## config.mk

```make
export PLATFORM = sky130hd
export DESIGN_NAME = npu_requant
export DESIGN_NICKNAME = d
export VERILOG_FILES = /design/src/rtl/npu_pkg.sv /design/src/rtl/npu_requant_sat.sv /design/src/rtl/npu_requant.sv
export SDC_FILE = /design/constraint.sdc
export NUM_CORES = 1
export LEC_CHECK = 0
export CORE_ASPECT_RATIO = 0.8
export CORE_MARGIN = 3
export CORE_UTILIZATION = 50
export DETAILED_ROUTE_END_ITERATION = 10
export PLACE_DENSITY = 0.72
export SLEW_MARGIN = 20
export SYNTH_ARGS = -nofsm -noshare
export SYNTH_HDL_FRONTEND = slang
export SYNTH_HIERARCHICAL = 1
export SYNTH_SLANG_ARGS = --single-unit
```

## constraint.sdc

```tcl
create_clock -name CLOCK_100 -period 8.47 [get_ports CLOCK_100]
set_input_delay 1.2705 -clock CLOCK_100 [delete_from_list [all_inputs] [get_ports CLOCK_100]]
set_output_delay 1.2705 -clock CLOCK_100 [all_outputs]
set_load 0.01 [all_outputs]
```

## src/rtl/npu_pkg.sv

```systemverilog
// npu_pkg -- shared types and constants for the requantisation block.
//   state_t     : job FSM encoding (IDLE, RUN, DRAIN, FIN)
//   INT8_MAX/MIN: saturation bounds of the int8 output
//   *_DEF       : default ACC_W, PACK and ADDR_W parameter values
package npu_pkg;

    typedef enum logic [1:0] {
        IDLE  = 2'd0,
        RUN   = 2'd1,
        DRAIN = 2'd2,
        FIN   = 2'd3
    } state_t;

    localparam int INT8_MAX   = 127;
    localparam int INT8_MIN   = -128;

    localparam int ACC_W_DEF  = 32;
    localparam int PACK_DEF   = 4;
    localparam int ADDR_W_DEF = 10;

endpackage

```

## src/rtl/npu_requant_sat.sv

```systemverilog
// npu_requant_sat -- combinational requantisation of one element.
// Build option: NPU_REQUANT_RELU_EN (negative results clamp to 0).
// Ports:
//   acc, bias, shift -> r  : bias add, round-half-up, arithmetic right shift
//   r_in             -> q  : saturate to int8 (optionally ReLU first)
// The two halves are independent so one instance serves both pipe stages:
// the first half feeds stage 1, the registered r comes back in as r_in.
module npu_requant_sat
    import npu_pkg::*;
#(
    parameter int ACC_W = ACC_W_DEF,
    parameter int IW    = 35
) (
    input  logic signed [ACC_W-1:0] acc,
    input  logic signed [ACC_W-1:0] bias,
    input  logic        [4:0]       shift,
    output logic signed [IW-1:0]    r,
    input  logic signed [IW-1:0]    r_in,
    output logic        [7:0]       q
);

    logic signed [IW-1:0] s;
    logic signed [IW-1:0] rnd;

    // IW leaves room for the bias-add carry plus a 2^30 rounding term,
    // so nothing wraps before the shift.
    always_comb begin
        s   = IW'(acc) + IW'(bias);
        rnd = (shift == 5'd0) ? '0 : (IW'(1) << (shift - 5'd1));
        r   = (s + rnd) >>> shift;
    end

    always_comb begin
        q = r_in[7:0];
`ifdef NPU_REQUANT_RELU_EN
        if (r_in < 0)
            q = 8'd0;
        else if (r_in > IW'(INT8_MAX))
            q = 8'(INT8_MAX);
`else
        if (r_in > IW'(INT8_MAX))
            q = 8'(INT8_MAX);
        else if (r_in < IW'(INT8_MIN))
            q = 8'(INT8_MIN);
`endif
    end

endmodule

```

## src/rtl/npu_requant.sv

```systemverilog
// npu_requant -- accumulator requantiser: (acc + bias) rounded, shifted,
// saturated to int8 and packed PACK per word into an output buffer.
// Build option: NPU_REQUANT_RELU_EN (ReLU before saturation).
// Ports:
//   CLOCK_100, reset_n        : clock, async active-low reset
//   start, base_addr,
//   len_words, bias, shift    : job launch and configuration (latched in IDLE)
//   acc_valid/acc_data/acc_ready : element stream in
//   wr_en/wr_addr/wr_data     : packed word writes out
//   busy, done                : job status
// Pipe: handshake -> stage 1 (r) -> stage 2 (lane fill / word write).
module npu_requant
    import npu_pkg::*;
#(
    parameter int ACC_W  = ACC_W_DEF,
    parameter int PACK   = PACK_DEF,
    parameter int ADDR_W = ADDR_W_DEF
) (
    input  logic                    CLOCK_100,
    input  logic                    reset_n,
    input  logic                    start,
    input  logic [ADDR_W-1:0]       base_addr,
    input  logic [ADDR_W:0]         len_words,
    input  logic signed [ACC_W-1:0] bias,
    input  logic [4:0]              shift,
    input  logic                    acc_valid,
    input  logic signed [ACC_W-1:0] acc_data,
    output logic                    acc_ready,
    output logic                    wr_en,
    output logic [ADDR_W-1:0]       wr_addr,
    output logic [8*PACK-1:0]       wr_data,
    output logic                    busy,
    output logic                    done
);

    localparam int IW    = ((ACC_W > 31) ? ACC_W : 31) + 3;
    localparam int LW    = (PACK > 1) ? $clog2(PACK) : 1;
    localparam int CNT_W = ADDR_W + 1 + LW;

    state_t                   state, state_nx;
    logic [ADDR_W:0]          len_q;
    logic signed [ACC_W-1:0]  bias_q;
    logic [4:0]               shift_q;
    logic [CNT_W-1:0]         elem_cnt;
    logic [LW-1:0]            lane_idx;
    logic [PACK-1:0][7:0]     lane_buf;
    logic [PACK-1:0][7:0]     merged;
    logic signed [IW-1:0]     r_w, r_q;
    logic [7:0]               q_w;
    // [0]: stage-1 element valid, [1]: stage-2 word write
    logic [1:0]               vld_pipe;
    logic                     hs, last_elem, launch, lane_last;

    assign hs        = acc_valid & acc_ready;
    assign launch    = (state == IDLE) & start;
    assign last_elem = elem_cnt == (CNT_W'(len_q) * CNT_W'(PACK)) - CNT_W'(1);
    assign lane_last = lane_idx == LW'(PACK - 1);
    assign wr_en     = vld_pipe[1];

    npu_requant_sat #(.ACC_W(ACC_W), .IW(IW)) u_sat (
        .acc   (acc_data),
        .bias  (bias_q),
        .shift (shift_q),
        .r     (r_w),
        .r_in  (r_q),
        .q     (q_w)
    );

    always_comb begin
        state_nx  = state;
        acc_ready = 1'b0;
        busy      = 1'b1;
        done      = 1'b0;
        case (state)
            IDLE: begin
                busy = 1'b0;
                if (start)
                    state_nx = (len_words == '0) ? FIN : RUN;
            end
            RUN: begin
                acc_ready = 1'b1;
                if (hs && last_elem)
                    state_nx = DRAIN;
            end
            // Last word is out once a write happens with nothing left in stage 1.
            DRAIN: if (wr_en && !vld_pipe[0]) state_nx = FIN;
            FIN: begin
                done     = 1'b1;
                state_nx = IDLE;
            end
            default: state_nx = IDLE;
        endcase
    end

    always_ff @(posedge CLOCK_100 or negedge reset_n) begin
        if (!reset_n) begin
            state    <= IDLE;
            len_q    <= '0;
            bias_q   <= '0;
            shift_q  <= '0;
            elem_cnt <= '0;
        end else begin
            state <= state_nx;
            if (launch) begin
                len_q    <= len_words;
                bias_q   <= bias;
                shift_q  <= shift;
                elem_cnt <= '0;
            end else if (hs) begin
                elem_cnt <= elem_cnt + CNT_W'(1);
            end
        end
    end

    // The final lane goes straight into the write word rather than lane_buf.
    always_comb begin
        merged           = lane_buf;
        merged[PACK-1]   = q_w;
    end

    always_ff @(posedge CLOCK_100 or negedge reset_n) begin
        if (!reset_n) begin
            vld_pipe <= '0;
            r_q      <= '0;
            lane_idx <= '0;
            lane_buf <= '0;
            wr_data  <= '0;
            wr_addr  <= '0;
        end else begin
            vld_pipe[0] <= hs;
            vld_pipe[1] <= vld_pipe[0] & lane_last;
            if (hs)
                r_q <= r_w;
            if (vld_pipe[0]) begin
                if (lane_last) begin
                    lane_idx <= '0;
                    wr_data  <= merged;
                end else begin
                    lane_buf[lane_idx] <= q_w;
                    lane_idx           <= lane_idx + LW'(1);
                end
            end
            // wr_addr always holds the address of the next write.
            if (launch)
                wr_addr <= base_addr;
            else if (wr_en)
                wr_addr <= wr_addr + ADDR_W'(1);
        end
    end

endmodule

```

==> results of run 1 <==
[worst max-delay path, stage by stage, from the launching register on]
cell	delay, ns
dfrtp_1	0.34
buf_4	0.45
nand2_1	0.56
or3_1	0.53
fa_1	0.48
inv_1	0.04
ha_1	0.45
nand4_1	0.31
or3_1	0.53
a211oi_2	0.43
o21ai_1	0.28
xnor2_1	0.40
mux2i_1	0.25
mux2_2	0.33
mux2_2	0.34
a21oi_2	0.16
mux2_2	0.16
[path summary, 6_finish.rpt]
| path | end | slack [ns] | depth (start not counted) |
|---|---|---|---|
| worst min-delay path | bias_q[6] | 0.48 | 2 |
| worst max register to register | r_q[4] | 2.34 | 16 |
| worst max-delay path | r_q[4] | 2.34 | 16 |
| worst min register to register | bias_q[6] | 0.48 | 2 |
| min in group asynchronous | bias_q[26] | 0.93 | 1 |
| max in group asynchronous | vld_pipe[0] | 6.01 | 2 |
[cells in the mapped netlist, types with 7 or more instances]
| cell | instances |
|---|---|
| o21ai_1 | 11 |
| a211oi_1 | 16 |
| nor4_1 | 15 |
| o211a_1 | 7 |
| o22ai_1 | 7 |
| a21oi_1 | 59 |
| buf_2 | 13 |
| mux2_2 | 108 |
| nor3_1 | 30 |
| and2_1 | 10 |
| xnor2_1 | 24 |
| o21a_1 | 8 |
| nor2b_1 | 10 |
| dfrtp_1 | 168 |
| mux4_2 | 14 |
| fa_1 | 34 |
| nor2_1 | 103 |
| nand3_1 | 31 |
| nand2b_1 | 9 |
| o211ai_1 | 19 |
| buf_1 | 13 |
| a31oi_1 | 9 |
| inv_1 | 81 |
| clkbuf_1 | 46 |
| nand4_1 | 27 |
| nand2_1 | 235 |
| a21o_1 | 11 |
| or3_1 | 13 |
| mux2i_1 | 45 |
| ha_1 | 46 |
| o21ai_0 | 46 |
| xor2_1 | 28 |
| a21oi_2 | 8 |
[stage by stage]
stage | worst slack (ns) | std cells | hold WS, ns | area (µm²) | util [%]
floorplan | 3.13 | 1431 | 0.444 | 13000 | -
global placement | 2.43 | 1861 | 0.458 | 14700 | 57.7
detailed placement | 2.56 | 1861 | 0.467 | 14700 | 57.7
CTS | 2.63 | 1893 | 0.486 | 15300 | 60.0
global route | 2.16 | 1893 | 0.514 | 15300 | 60.0
finish | 2.34 | 1893 | 0.482 | 15300 | 60.0
[final cells by class]
type                            count  area [µm²]  area share (%)
Clock inverter                     15         170            1.11
Clock buffer                       17         425            2.79
Sequential cell                   168        4210            27.5
Inverter                           85         319            2.09
Multi-Input combinational cell   1104        8210            53.8
Timing Repair Buffer              153        1500            9.81
Tap cell                          351         439            2.88
[cell usage in the layout (no fill, tap or decap), types with 13 or more instances in the layout]
cell type / count
or3_1: 13
dfrtp_1: 167
clkbuf_16: 17
mux4_2: 14
a21oi_1: 59
a211oi_1: 16
xor2_1: 28
ha_1: 46
nand4_1: 27
mux2i_1: 45
o21ai_0: 46
o211ai_1: 19
nand2_1: 234
nand3_1: 31
buf_4: 14
inv_1: 81
nor3_1: 30
fa_1: 34
mux2_2: 108
nor4_1: 15
nor2_1: 101
xnor2_1: 24
clkdlybuf4s50_1: 138
[registers in the layout (all words and copies together) (netlist names)]
register and count:
len_q 11, bias_q 32, r_q 35, lane_buf 24, elem_cnt 13, vld_pipe 2, shift_q 5, wr_addr 10
wr_data 32, state 2, lane_idx 2
[layer usage]
layer,up-vias,GRT usage [%],share of wire [%]
met3,43,6.28,7.8
li1,5300,-,-
met5,-,0,0
met2,457,41.3,42
met4,0,5.82,1.4
met1,5623,43.6,49
[cell families (layout without fill, tap and decap cells)]
group,after synthesis,count (layout),synth area share [%]
flip-flops,168,168,32.3
AO/OA/AOI/OAI,280,280,15.6
XOR/XNOR,55,55,3.87
other,2,2,0.0577
adder cells (fa/ha/maj),80,80,9.65
buffers and inverters,159,270,4.78
AND/OR/NAND/NOR,519,519,18.4
multiplexers,168,168,15.3
==> metrics, run 1 <==
status=complete, no violations; CTS H-Tree Depth=4; kind of critical path=reg -> reg; count of state elements after synthesis=about 170; I/O Pins=140; fin. max-slew vios=0; TritonCTS buffer count=17; hold crit path type=reg -> reg; Via Count=11,400; core box area=0.0254 mm²; Post-Syn Nets=1,605; register area share after synthesis=32.3%; FFs w/ async S/R, synth=100%; total wire length=39,800 µm; WP data arrival=around 6.5 ns; Primary FF master, synth=dfrtp_1; initial antenna violation count=0; Critical Path End Type=flip-flop; setup TNS=0 ns; synth unique cells=94; clk_lat worst skew=0.44 ns; number of hold violations in the final report=0; Rel. slew slack=between 30% and 40%; final period utilization=between 70% and 80%; hold_buf cts=0; Placer Congestion=0.977; Sink Count=about 170; Achievable Freq=163 MHz; TritonCTS clock tree=built; RSZ-0062 raised after global routing=no; ANT cells=0; root buffer cell=clkbuf_16; filler cell count=2,188; Reg clk slew, reported paths=0.08 ns; max cap viols=0; top cells by area, synth=dfrtp_1, mux2_2, nand2_1; die height=about 150 µm; Syn Area/Cell=9.10 µm²; Synth warnings=6; Std-Cell Rows=52; Mapped Cells=1,431; number of remaining DRC errors=0; Initial DRC Count=1,110; Crit Path Max Fanout=45; Crit path required time=8.85 ns; ANT nets after route=0; starting density of the core=approximately 51%; r2r startpoint=shift_q[1]; first-pass GRT wire length=62,700 µm; post-CTS setup buffer count=0; gr ovfl total=0; fin crit period=6.13 ns; Worst Clk Skew=0.0153 ns; vias per inst=~6; drt wl/cell=~21 µm; hpwl dp=30,000 µm; total global-route track usage=between 20 and 30%; PostCTS Resize Cnt=0; cell type with the largest total area after synthesis=dfrtp_1; vias in the first global route=11,000; area fraction of the dominant cell type after synthesis=32.3%; die footprint=0.0280 mm²; final setup fails=0; synthesized cell area=roughly 0.013 mm²; DR pass1 iterations=7; hold_sp=bias_q[6]; crit path from=shift_q[1]; largest net degree at the start of global routing=91; Die Wd=186 µm; NumNets Final=around 1,700; Slew @ Worst Pin=1.04 ns; Synth-to-Final Area Change=17.3%; Startpoint Class=flip-flop; IO buf count=between 100 and 150; number of synthesized flops with an enable pin=0; Clock Path Buffers=2; share of layout cells above drive strength 1=14.3%
Power of run 1 is not shown: default switching activity piles up to over one toggle a cycle in this logic, so the estimate is an artifact.
==> run 2, diff against run 1 <==
clock period = 6.05 ns   (was 8.47 ns; I/O delays follow)
==> metrics, run 2 (same netlist as run 1, synthesis figures left out) <==
root buffer cell=clkbuf_16; post-CTS setup buffer count=0; starting density of the core=51.2%; TritonCTS clock tree=built; fin crit period=about 5.6 ns; number of hold violations in the final report=0; largest net degree at the start of global routing=98; Slew @ Worst Pin=around 1.1 ns; Std-Cell Rows=52; max cap viols=0; NumNets Final=1,726; Die Wd=between 150 and 200 µm; most flop-heavy register=r_q; clk_lat worst skew=~0.45 ns; vias per inst=5.96; Reg clk slew, reported paths=0.07 ns; Via Count=11,400; number of remaining DRC errors=0; DR pass1 iterations=8; Clock Path Buffers=2; total wire length=a little under 40,000 µm; ANT nets after route=0; I/O Pins=140; hold crit path type=reg -> reg; Achievable Freq=178 MHz; Worst Clk Skew=0.0203 ns; Sink Count=168; final period utilization=92.8%; first-pass GRT wire length=61,000 µm; vias in the first global route=11,000; share of layout cells above drive strength 1=15.5%; Placer Congestion=between 1 and 1.5; final setup fails=0; Rel. slew slack=29.3%; WP data arrival=5.94 ns; most common cell after layout, fill and taps aside=nand2_1; drt wl/cell=roughly 20 µm; RSZ-0062 raised after global routing=no; ANT cells=0; DP Area=between 0.01 and 0.015 mm²; Crit Path Max Fanout=21; initial antenna violation count=0; die footprint=around 0.028 mm²; core box area=0.0254 mm²; kind of critical path=reg -> reg; top flop regs=r_q: 35 flops, bias_q: 32 flops, wr_data: 32 flops; hold_ws=0.478 ns; post-route design area=0.0155 mm²; Crit path required time=6.37 ns; total global-route track usage=27.6%; Synth-to-Final Area Change=18.7%; most frequent cells in the layout=nand2_1, dfrtp_1, clkdlybuf4s50_1, mux2_2, nor2_1; gr ovfl total=0; hold_buf cts=0; TritonCTS buffer count=17; die height=150 µm; Initial DRC Count=1,101; Startpoint Class=flip-flop; CTS H-Tree Depth=4; setup TNS=0 ns; Critical Path End Type=flip-flop; PostCTS Resize Cnt=0; IO buf count=139; status=complete, no violations; hpwl dp=between 20,000 and 30,000 µm; fin. max-slew vios=0; max reg flops=35
## run 2: per-stage QoR
stage | utilization, % | setup slack (ns) | std cells
after floorplan | - | 0.710 | 1431
after global placement | 58.3 | 0.535 | 1884
after detailed placement | 58.3 | 0.601 | 1884
after CTS | 60.8 | 0.586 | 1916
after global routing | 60.8 | 0.250 | 1916
final | 60.8 | 0.436 | 1916
## run 2: final cells by class
cell class / instances / area [µm²]
flip-flops and latches: 168 / 4210
multi-input cells: 1104 / 8210
clock buffers: 18 / 439
clock inverters: 14 / 180
fillers: 2207 / 9980
well taps: 351 / 439
repair buffers: 176 / 1670
inverters: 85 / 319
## run 2: final timing paths
kind / from / endpoint / slack, ns / cells after the start
max: shift_q[4] / r_q[6] / 0.44 / 18
min: bias_q[6] / bias_q[6] / 0.48 / 2
max reg2reg: shift_q[4] / r_q[6] / 0.44 / 18
min reg2reg: bias_q[6] / bias_q[6] / 0.48 / 2
max in group asynchronous: reset_n / r_q[19] / 4.02 / 2
min in group asynchronous: reset_n / bias_q[27] / 0.57 / 1
## run 2: layer usage
metal | GRT usage [%] | vias up | wire [µm] | part of all wire (%)
met5 | 0 | - | 0 | 0
met4 | 5.67 | 0 | 573 | 1.5
met3 | 8.89 | 50 | 3860 | 10
met2 | 40.7 | 478 | 16300 | 42
met1 | 40.1 | 5543 | 17900 | 46
li1 | - | 5346 | - | -
## run 2: worst max-delay path, cell delays in order, from the launching register on
cell and delay, ns:
dfrtp_1 0.35, buf_4 0.21, buf_4 0.29, nand2_1 0.23, or3_1 0.43, fa_1 0.50, inv_1 0.04, ha_1 0.40
a21oi_1 0.21, o21ai_1 0.20, a21oi_2 0.30, mux2i_1 0.14, a221o_1 0.36, a211o_1 0.33, or2_1 0.29, mux2i_1 0.46
o211ai_1 0.14, a32o_1 0.32, mux2_2 0.28
Power of run 2 is left out for the same reason.
==> RTL edit (settings of run 2) <==
The 4 states of `state_t` get a one-hot encoding in 4 bits.
--- a/src/rtl/npu_pkg.sv
+++ b/src/rtl/npu_pkg.sv
@@ -5,9 +5,9 @@
 package npu_pkg;
 
-    typedef enum logic [1:0] {
-        IDLE  = 2'd0,
-        RUN   = 2'd1,
-        DRAIN = 2'd2,
-        FIN   = 2'd3
+    typedef enum logic [3:0] {
+        IDLE  = 4'b0001,
+        RUN   = 4'b0010,
+        DRAIN = 4'b0100,
+        FIN   = 4'b1000
     } state_t;
 
Function: no difference found for any inputs over 4 cycles, from zero or initial values and one cycle with reset_n low; so few cycles prove little.
==> RTL edit against run 2 <==
  * Critical path depth unchanged
  * Setup slack worse by 0.12 ns
  * Global-route usage up 0.91 points
  * Sequential cell count up 2
  * Routed wire length up 0.36%
  * Synthesized cell count up 4.1%
  * Area after synthesis down 1.9%
  * Cell area down 2.2%
==> RTL edit: results (changes against run 2) <==
| Metric | Value |
|---|---|
| Post-synthesis mux area share | 10.53% (-4.8 points) |
| GRT Overall Usage | 28.52% (+0.91 points) |
| Actual slew at the worst max-slew pin | 0.9632 ns (-0.09318 ns) |
| Placer Congestion | 0.9959 (-6.3%) |
| Placed inst area | 14510 um2 (-2.2%) |
| First-pass GRT wire length | 61820 um (+1.3%) |
| Non-Clock Buffer Count | 182 (+3.4%) |
| Post-Synth XOR/XNOR Area | 4.927% (+1.1 points) |
| Multi-input combinational area share | 51.95% (-1.1 points) |
| Final Hold Slack | 0.3846 ns (-0.09368 ns) |
| Vias in the first global route | 10950 (-0.41%) |
| Seq/Total Area, Yosys | 33.31% (+1.0 points) |
| Syn nets | 1659 (+3.4%) |
| Outcome | complete, no violations |
| Filler cells | 2252 (+2.0%) |
| Clock-cell share | 3.973% (-0.034 points) |
| R2r startpoint | shift_q[1] |
| Pre-CTS setup slack | 0.4159 ns (-0.1852 ns) |
| Clock Skew | 0.01264 ns (-0.007674 ns) |
| Initial DRC Count | 1157 (+5.1%) |
| Worst R2R Setup Slack | 0.32 ns (-0.12 ns) |
| Synthesized instance count | 1490 (+4.1%) |
| Post-synthesis sequential element count | 170 (+1.2%) |
| Dpl hpwl | 29300 um (-0.75%) |
| N_taps | 318 (-9.4%) |
| Vias per cell | 5.949 (-0.17%) |
| CP max-delay cell | dfrtp_1 |
| Multi-In Gates | 1157 (+4.8%) |
| Fmax | 0.1745 GHz (-2.1%) |
| Worst Hold Class | in -> async |
| End of the worst register-to-register path | r_q[3] |
| CP Max Fanout | 15 (-29%) |
| Clock Buffer Count | 17 (-1) |
| CP peak stage delay | 0.59 ns (+0.09 ns) |
| Synth top area cells | dfrtp_1 (33%), nand2_1 (11%), mux2_2 (5.9%) |
| Adder-Cell Fraction of Synth Area | 9.344% (-0.30 points) |
| Seq/total area | 28.16% (+0.95 points) |
[RTL edit: cell count changes after synthesis, moves of 7 or more]
cell	run 2	this run
and3_1	6	14
buf_2	13	21
mux2_2	108	67
mux2i_1	45	32
nand2_1	235	370
nor2_1	103	90
o211ai_1	19	12
o21ai_0	46	56
or3_1	13	1
xnor2_1	24	37
[RTL edit: routing by layer]
metal | GRT usage (%) | share of wire (%)
met4 | 5.137 | 1.1
met5 | 0 | 0
met1 | 44.88 | 47
met2 | 39.49 | 42
met3 | 7.679 | 9.9
[RTL edit: logic make-up after synthesis]
logic type / after synthesis
AND/OR/NAND/NOR: 616
flip-flops: 170
multiplexers: 111
other: 2
AO/OA/AOI/OAI: 282
adder cells (fa/ha/maj): 75
XOR/XNOR: 71
buffers and inverters: 163
[RTL edit: where the power goes]
group	internal (mW)	switching (mW)
sequential	1.60	0.425
combinational	2.91	4.38
clock	0.558	0.559
